===== config.mk =====
export PLATFORM = sky130hd
export DESIGN_NAME = bpu_resolve
export DESIGN_NICKNAME = d
export VERILOG_FILES = /design/src/rtl/bpu_resolve_pkg.sv /design/src/rtl/bpu_resolve_lane_check.sv /design/src/rtl/bpu_resolve.sv
export SDC_FILE = /design/constraint.sdc
export NUM_CORES = 1
export LEC_CHECK = 0
export CAP_MARGIN = 20
export CORE_MARGIN = 2
export CORE_UTILIZATION = 30
export CTS_CLUSTER_DIAMETER = 120
export CTS_CLUSTER_SIZE = 24
export DETAILED_ROUTE_END_ITERATION = 8
export PLACE_DENSITY = 0.6
export RECOVER_POWER = 100
export SYNTH_ARGS = -nofsm -noshare
export SYNTH_HDL_FRONTEND = slang
export SYNTH_SLANG_ARGS = --single-unit

===== constraint.sdc =====
create_clock -name clk -period 13.55 [get_ports clk]
set_clock_uncertainty 0.15 [all_clocks]
set_input_delay 2.71 -clock clk [delete_from_list [all_inputs] [get_ports clk]]
set_output_delay 2.71 -clock clk [all_outputs]
set_load 0.005 [all_outputs]

===== src/rtl/bpu_resolve_pkg.sv =====
// Shared pipeline header for the branch predictor: prediction/correction
// bundles and target-type encodings.
package bpu_resolve_pkg;

  localparam int GHR_W  = 8;
  localparam int LPHR_W = 2;
  localparam int RAS_W  = 3;

  localparam logic [1:0] _BPU_TARGET_NPC    = 2'd0;
  localparam logic [1:0] _BPU_TARGET_CALL   = 2'd1;
  localparam logic [1:0] _BPU_TARGET_RETURN = 2'd2;
  localparam logic [1:0] _BPU_TARGET_IMM    = 2'd3;

  typedef struct packed {
    logic              taken;
    logic [31:0]       target;
    logic [GHR_W-1:0]  history;
    logic [LPHR_W-1:0] lphr;
    logic [RAS_W-1:0]  ras_ptr;
  } bpu_predict_t;

  typedef struct packed {
    logic              miss;
    logic [31:0]       pc;
    logic              true_taken;
    logic              true_dir;
    logic [1:0]        true_target_type;
    logic [31:0]       true_target;
    logic [GHR_W-1:0]  history;
    logic [LPHR_W-1:0] lphr;
    logic [RAS_W-1:0]  ras_ptr;
  } bpu_correct_t;

  function automatic logic [31:0] pc_seq(input logic [31:0] pc);
    return pc + 32'd4;
  endfunction

endpackage


===== src/rtl/bpu_resolve_lane_check.sv =====
// One resolved lane: actual direction, correct-path PC and whether the
// prediction fetched with it was wrong.
module bpu_lane_check
  import bpu_resolve_pkg::*;
(
  input  logic [31:0] i_pc,
  input  logic        i_pred_taken,
  input  logic [31:0] i_pred_target,
  input  logic        i_is_branch,
  input  logic        i_taken,
  input  logic [1:0]  i_target_type,
  input  logic [31:0] i_target,
  output logic        o_miss,
  output logic        o_act_taken,
  output logic [31:0] o_true_target,
  output logic [1:0]  o_true_type
);

  logic w_dir_miss;
  logic w_tgt_miss;

  // A non-branch predicted taken is a BTB alias and must be undone.
  assign o_act_taken   = i_is_branch & i_taken;
  assign w_dir_miss    = i_pred_taken ^ o_act_taken;
  assign w_tgt_miss    = i_pred_taken & o_act_taken
                       & (i_pred_target != i_target);
  assign o_miss        = w_dir_miss | w_tgt_miss;
  assign o_true_target = o_act_taken ? i_target : pc_seq(i_pc);
  assign o_true_type   = i_is_branch ? i_target_type : _BPU_TARGET_NPC;

endmodule


===== src/rtl/bpu_resolve.sv =====
// Execute-side branch resolution: picks at most one mispredicted lane,
// trains/redirects the predictor and owns the fetch epoch bit.
module bpu_resolve
  import bpu_resolve_pkg::*;
#(
  parameter int CNT_W = 32
) (
  input  logic                  clk,
  input  logic                  rst,
  input  logic                  ex_stall_i,
  input  logic                  excp_flush_i,
  input  logic [1:0]            ex_valid_i,
  input  logic [1:0]            ex_epoch_i,
  input  logic [1:0][31:0]      ex_pc_i,
  input  bpu_predict_t [1:0]    ex_predict_i,
  input  logic [1:0]            ex_is_branch_i,
  input  logic [1:0]            ex_cond_i,
  input  logic [1:0][1:0]       ex_target_type_i,
  input  logic [1:0]            ex_taken_i,
  input  logic [1:0][31:0]      ex_target_i,
  output logic                  epoch_o,
  output logic [1:0]            kill_o,
  output bpu_correct_t          correct_o,
  output logic                  redirect_o,
  output logic [31:0]           redirect_target_o,
  output logic [CNT_W-1:0]      br_cnt_o,
  output logic [CNT_W-1:0]      miss_cnt_o
);

  logic              r_epoch;
  bpu_correct_t      r_correct;
  logic [31:0]       r_redirect_target;
  logic [CNT_W-1:0]  r_br_cnt;
  logic [CNT_W-1:0]  r_miss_cnt;

  logic [1:0]        w_live;
  logic [1:0]        w_stale;
  logic [1:0]        w_lane_miss;
  logic [1:0]        w_act_taken;
  logic [1:0][31:0]  w_true_target;
  logic [1:0][1:0]   w_true_type;
  logic [1:0]        w_miss;
  logic              w_sel0;
  logic              w_sel1;
  logic              w_fire;
  logic [1:0]        w_br_inc;
  bpu_correct_t      w_pkt;
  logic [CNT_W:0]    w_br_sum;
  logic [CNT_W:0]    w_miss_sum;
  logic [CNT_W-1:0]  w_br_nxt;
  logic [CNT_W-1:0]  w_miss_nxt;

  for (genvar g = 0; g < 2; g++) begin : g_lane
    assign w_live[g] = ex_valid_i[g]
                     & (ex_epoch_i[g] == r_epoch)
                     & ~ex_stall_i & ~excp_flush_i;
    assign w_stale[g] = ex_valid_i[g]
                      & (ex_epoch_i[g] != r_epoch);

    bpu_lane_check u_chk (
      .i_pc          (ex_pc_i[g]),
      .i_pred_taken  (ex_predict_i[g].taken),
      .i_pred_target (ex_predict_i[g].target),
      .i_is_branch   (ex_is_branch_i[g]),
      .i_taken       (ex_taken_i[g]),
      .i_target_type (ex_target_type_i[g]),
      .i_target      (ex_target_i[g]),
      .o_miss        (w_lane_miss[g]),
      .o_act_taken   (w_act_taken[g]),
      .o_true_target (w_true_target[g]),
      .o_true_type   (w_true_type[g])
    );

    assign w_miss[g] = w_live[g] & w_lane_miss[g];
  end

  // The older lane wins; the younger one is on its wrong path.
  assign w_sel0 = w_miss[0];
  assign w_sel1 = ~w_miss[0] & w_miss[1];
  assign w_fire = w_sel0 | w_sel1;

  assign kill_o = {w_stale[1] | w_sel0, w_stale[0]};

  assign w_br_inc = {1'b0, w_live[0] & ex_is_branch_i[0]}
                  + {1'b0, w_live[1] & ex_is_branch_i[1] & ~w_sel0};

  always_comb begin
    w_pkt = '0;
    unique case (1'b1)
      w_sel1: begin
        w_pkt.pc               = ex_pc_i[1];
        w_pkt.true_taken       = w_act_taken[1];
        w_pkt.true_dir         = ex_cond_i[1];
        w_pkt.true_target_type = w_true_type[1];
        w_pkt.true_target      = w_true_target[1];
        w_pkt.history          = ex_predict_i[1].history;
        w_pkt.lphr             = ex_predict_i[1].lphr;
        w_pkt.ras_ptr          = ex_predict_i[1].ras_ptr;
      end
      default: begin
        w_pkt.pc               = ex_pc_i[0];
        w_pkt.true_taken       = w_act_taken[0];
        w_pkt.true_dir         = ex_cond_i[0];
        w_pkt.true_target_type = w_true_type[0];
        w_pkt.true_target      = w_true_target[0];
        w_pkt.history          = ex_predict_i[0].history;
        w_pkt.lphr             = ex_predict_i[0].lphr;
        w_pkt.ras_ptr          = ex_predict_i[0].ras_ptr;
      end
    endcase
    w_pkt.miss = w_fire;
  end

  assign w_br_sum   = {1'b0, r_br_cnt}
                    + {{(CNT_W-1){1'b0}}, w_br_inc};
  assign w_miss_sum = {1'b0, r_miss_cnt}
                    + {{CNT_W{1'b0}}, w_fire};
  assign w_br_nxt   = w_br_sum[CNT_W] ? '1
                    : w_br_sum[CNT_W-1:0];
  assign w_miss_nxt = w_miss_sum[CNT_W] ? '1
                    : w_miss_sum[CNT_W-1:0];

  always_ff @(posedge clk) begin
    if (rst) begin
      r_epoch           <= 1'b0;
      r_correct         <= '0;
      r_redirect_target <= '0;
      r_br_cnt          <= '0;
      r_miss_cnt        <= '0;
    end else begin
      r_correct         <= w_fire ? w_pkt : '0;
      r_redirect_target <= w_fire ? w_pkt.true_target : '0;
      if (excp_flush_i | w_fire)
        r_epoch <= ~r_epoch;
      r_br_cnt          <= w_br_nxt;
      r_miss_cnt        <= w_miss_nxt;
    end
  end

  assign epoch_o           = r_epoch;
  assign correct_o         = r_correct;
  assign redirect_o        = r_correct.miss;
  assign redirect_target_o = r_redirect_target;
  assign br_cnt_o          = r_br_cnt;
  assign miss_cnt_o        = r_miss_cnt;

endmodule


==> impl_metrics.py <==
metrics = {
    "timing": {
        "tns_ns": 0,
        "max_slew_margin_pct": -72.6,
        "max_freq_ghz": 0.0932,
        "worstMarginPinSlew_ns": 2.59,
        "drv_slew": 82,
        "rsz0062_at_grt": "no",
        "hold_viol": 0,
        "whs_ns": 0.413,
        "fin_crit_ns": 10.73,
        "layout_worst_path_cycle_share_pct": 79.2,
        "setup_violations": 0,
        "worst_slack_ns": 2.82,
    },
    "run_status": {
        "status": "finished, violations left",
        "violations": "max-capacitance violations, max-slew violations",
    },
    "critical_path": {
        "critical_path_class": "primary input to output port",
        "crit_fanout": 52,
        "crit_slowest_cell": "clkbuf_1",
        "critPathLaunchType": "primary input",
        "required_ns": 10.69,
        "path_delay_family": "buffers and inverters",
        "crit_path_end_kind": "output port",
        "worstPathArrival_ns": 7.87,
        "crit_buf_inv": 4,
        "max_stage_delay_ns": 1.82,
        "reg2reg_slack_ns": 8.79,
        "crit_path_cell_trace": "dlygate4sd3_1 -> nand2_2 -> clkbuf_1 -> inv_1 -> ha_1 -> nand2_1 -> and2_0 -> o21ai_0 -> clkdlybuf4s50_1",
    },
    "die": {
        "fp.dieH_um": 173,
        "die_area_um2": 30000,
        "initial_core_util_pct": 30.7,
        "rows": 61,
        "die_w_um": 173,
        "core_um2": 28000,
        "ios": 420,
    },
    "synth": {
        "syn_area_per_cell_um2": 7.98,
        "async_reset_ff_share_pct": 0,
        "synth_compound_area_share_pct": 15.3,
        "syn-instance-count": 1077,
        "synth_top_family_by_area": "simple AND/OR/NAND/NOR gates",
        "synth_seq_cells": 147,
        "yosys_warnings": 0,
        "synthSimpleGateAreaFrac_pct": 24.4,
        "synthMuxAreaShare_pct": 0.975,
        "synth_ff_type": "dfxtp_1",
        "netlist_area_um2": 8600,
        "synth_xor_area_share_pct": 17.2,
        "yosysTopAreaCell": "dfxtp_1",
        "synth_area_leaders": "dfxtp_1 (34%), xor2_1 (13%), a21oi_1 (7.7%)",
        "synth_edf_count": 0,
        "syn-num-nets": 1323,
        "synth_top_area_share_pct": 34.2,
        "synth_fa_ha_area_share_pct": 1.25,
        "synth.distinct_cells": 57,
        "yosysSeqAreaShare_pct": 34.2,
    },
    "routing": {
        "via_per_inst": 5.13,
        "dr.first_iter.drc_count": 575,
        "drc": 0,
        "first_pass_iters": 5,
        "routed_wl_mm": 39.9,
        "ant_nets": 0,
        "top_layer": "met5",
        "vias": 9333,
        "wl_per_cell_um": 22.0,
        "met1_length_mm": 16.6,
        "wl_met3_mm": 2.79,
        "wl_met2_mm": 19.7,
    },
    "global_routing": {
        "grt_pass1_wl_mm": 58.0,
        "antenna_found_initial": 3,
        "grtUsageTotal_pct": 25.6,
        "grt_pass1_vias": 9113,
        "gr-total-overflow": 0,
        "grt_max_degree": 88,
    },
    "cells_and_area": {
        "final_nets": 1671,
        "syn2layout_area_growth_pct": 56.1,
        "drive_gt1_share_pct": 4.31,
        "fin_util_pct": 47.9,
        "fin_cells": 1818,
        "nFillCells": 2747,
        "design_area_um2": 13400,
        "final_common_cell": "clkdlybuf4s50_1",
        "final_cell_mix": "clkdlybuf4s50_1 (236), dlygate4sd3_1 (182), dfxtp_1 (147)",
    },
    "clocking": {
        "cts_tree": "yes",
        "numClockSinks": 147,
        "cts-root-buf": "clkbuf_16",
        "htreeDepth": 4,
        "cts_buffer_depth": 2,
        "cts-resized-gates": 0,
        "cts_hold_buf": 0,
        "cts_setup_buffers": 0,
        "clkLatencyLatePin_ns": 0.43,
        "clk_pin_slew_worst_paths_ns": 0.07,
        "cts_buffers": 17,
    },
    "power": {
        "power_density_nw_per_um2": 85.3,
        "vdd_ir_drop_max_mv": 0.0668,
        "fin_total_pwr_mw": 1.15,
        "p_leak_nw": 5.17,
    },
    "placement": {
        "dpl.hpwl_mm": 30.8,
        "dpl_worst_slack_ns": 5.10,
        "portBuffers": 419,
        "dp.cells": 1784,
        "gp_congestion": 0.905,
        "placed_cell_area_um2": 12800,
    },
    "run": {
        "cap_viol_max_count": 2,
    },
    "worst_hold_path": {
        "worstHoldPathType": "flop to flop",
    },
}
routing by layer:
metal	vias to the layer above	global-route usage (%)
li1	4474	-
met1	4423	31.5
met2	399	44.7
met3	35	6.14
met4	2	6.43
met5	-	0
power breakdown:
part	leakage, nW	switching [mW]	internal, mW
sequential	1.19	0.00395	0.438
clock	0.305	0.230	0.282
combinational	3.68	0.0923	0.0990
cell usage after synthesis, types with 9 or more instances:
master and number:
xnor2_1 43, dfxtp_1 147, buf_2 9, clkbuf_1 52
o2111ai_1 19, nor2_1 61, nor4_1 19, nand4_1 36
nand2_1 147, buf_4 33, o21ai_0 15, a21oi_1 132
xor2_1 126, nand3_1 83, o211ai_1 20, and3_1 18
and4_1 13, inv_1 15
state kept, by name, summed over array words and instances (netlist names):
| name | cells |
|---|---|
| correct_o | 49 |
| br_cnt_o | 32 |
| miss_cnt_o | 32 |
| redirect_target_o | 32 |
| epoch_o | 1 |
| redirect_o | 1 |
cell families after synthesis:
| logic type | count (synthesis) |
|---|---|
| and+or+nand+nor | 417 |
| AOI/OAI and AO/OA | 216 |
| buffers and inverters | 112 |
| muxes | 8 |
| DFF | 147 |
| adders and majority gates | 8 |
| xor gates and xnor gates | 169 |
worst paths after layout:
path                           from            to  cells past startpoint
setup reg to reg            epoch_o  br_cnt_o[29]                     16
hold reg to reg        br_cnt_o[30]  br_cnt_o[30]                      2
hold / removal         br_cnt_o[30]  br_cnt_o[30]                      2
setup / recovery  ex_is_branch_i[0]     kill_o[1]                      9
worst register-to-register path, cell delays in order (launching register included):
cell	delay, ns
dfxtp_1	0.42
xnor2_1	0.12
and3_1	0.28
o211ai_1	0.22
and2_0	0.38
nand3_1	0.15
fa_1	0.45
inv_1	0.09
ha_1	0.22
nand4_1	0.17
nor2_1	0.45
and4_1	0.39
nand4_1	0.25
clkbuf_1	0.57
nand2_1	0.22
mux2i_1	0.08
nor2_1	0.09
layout make-up:
type	instances	area (um^2)	area share (%)
multi-input combinational	818	5090	38.0
timing repair buffer	426	4240	31.6
sequential	147	2940	21.9
tap	378	473	3.52
clock buffer	17	425	3.17
clock inverter	15	190	1.42
inverter	15	56.3	0.419
antenna	2	5.00	0.0373
Power figures use the tool's default switching activity.
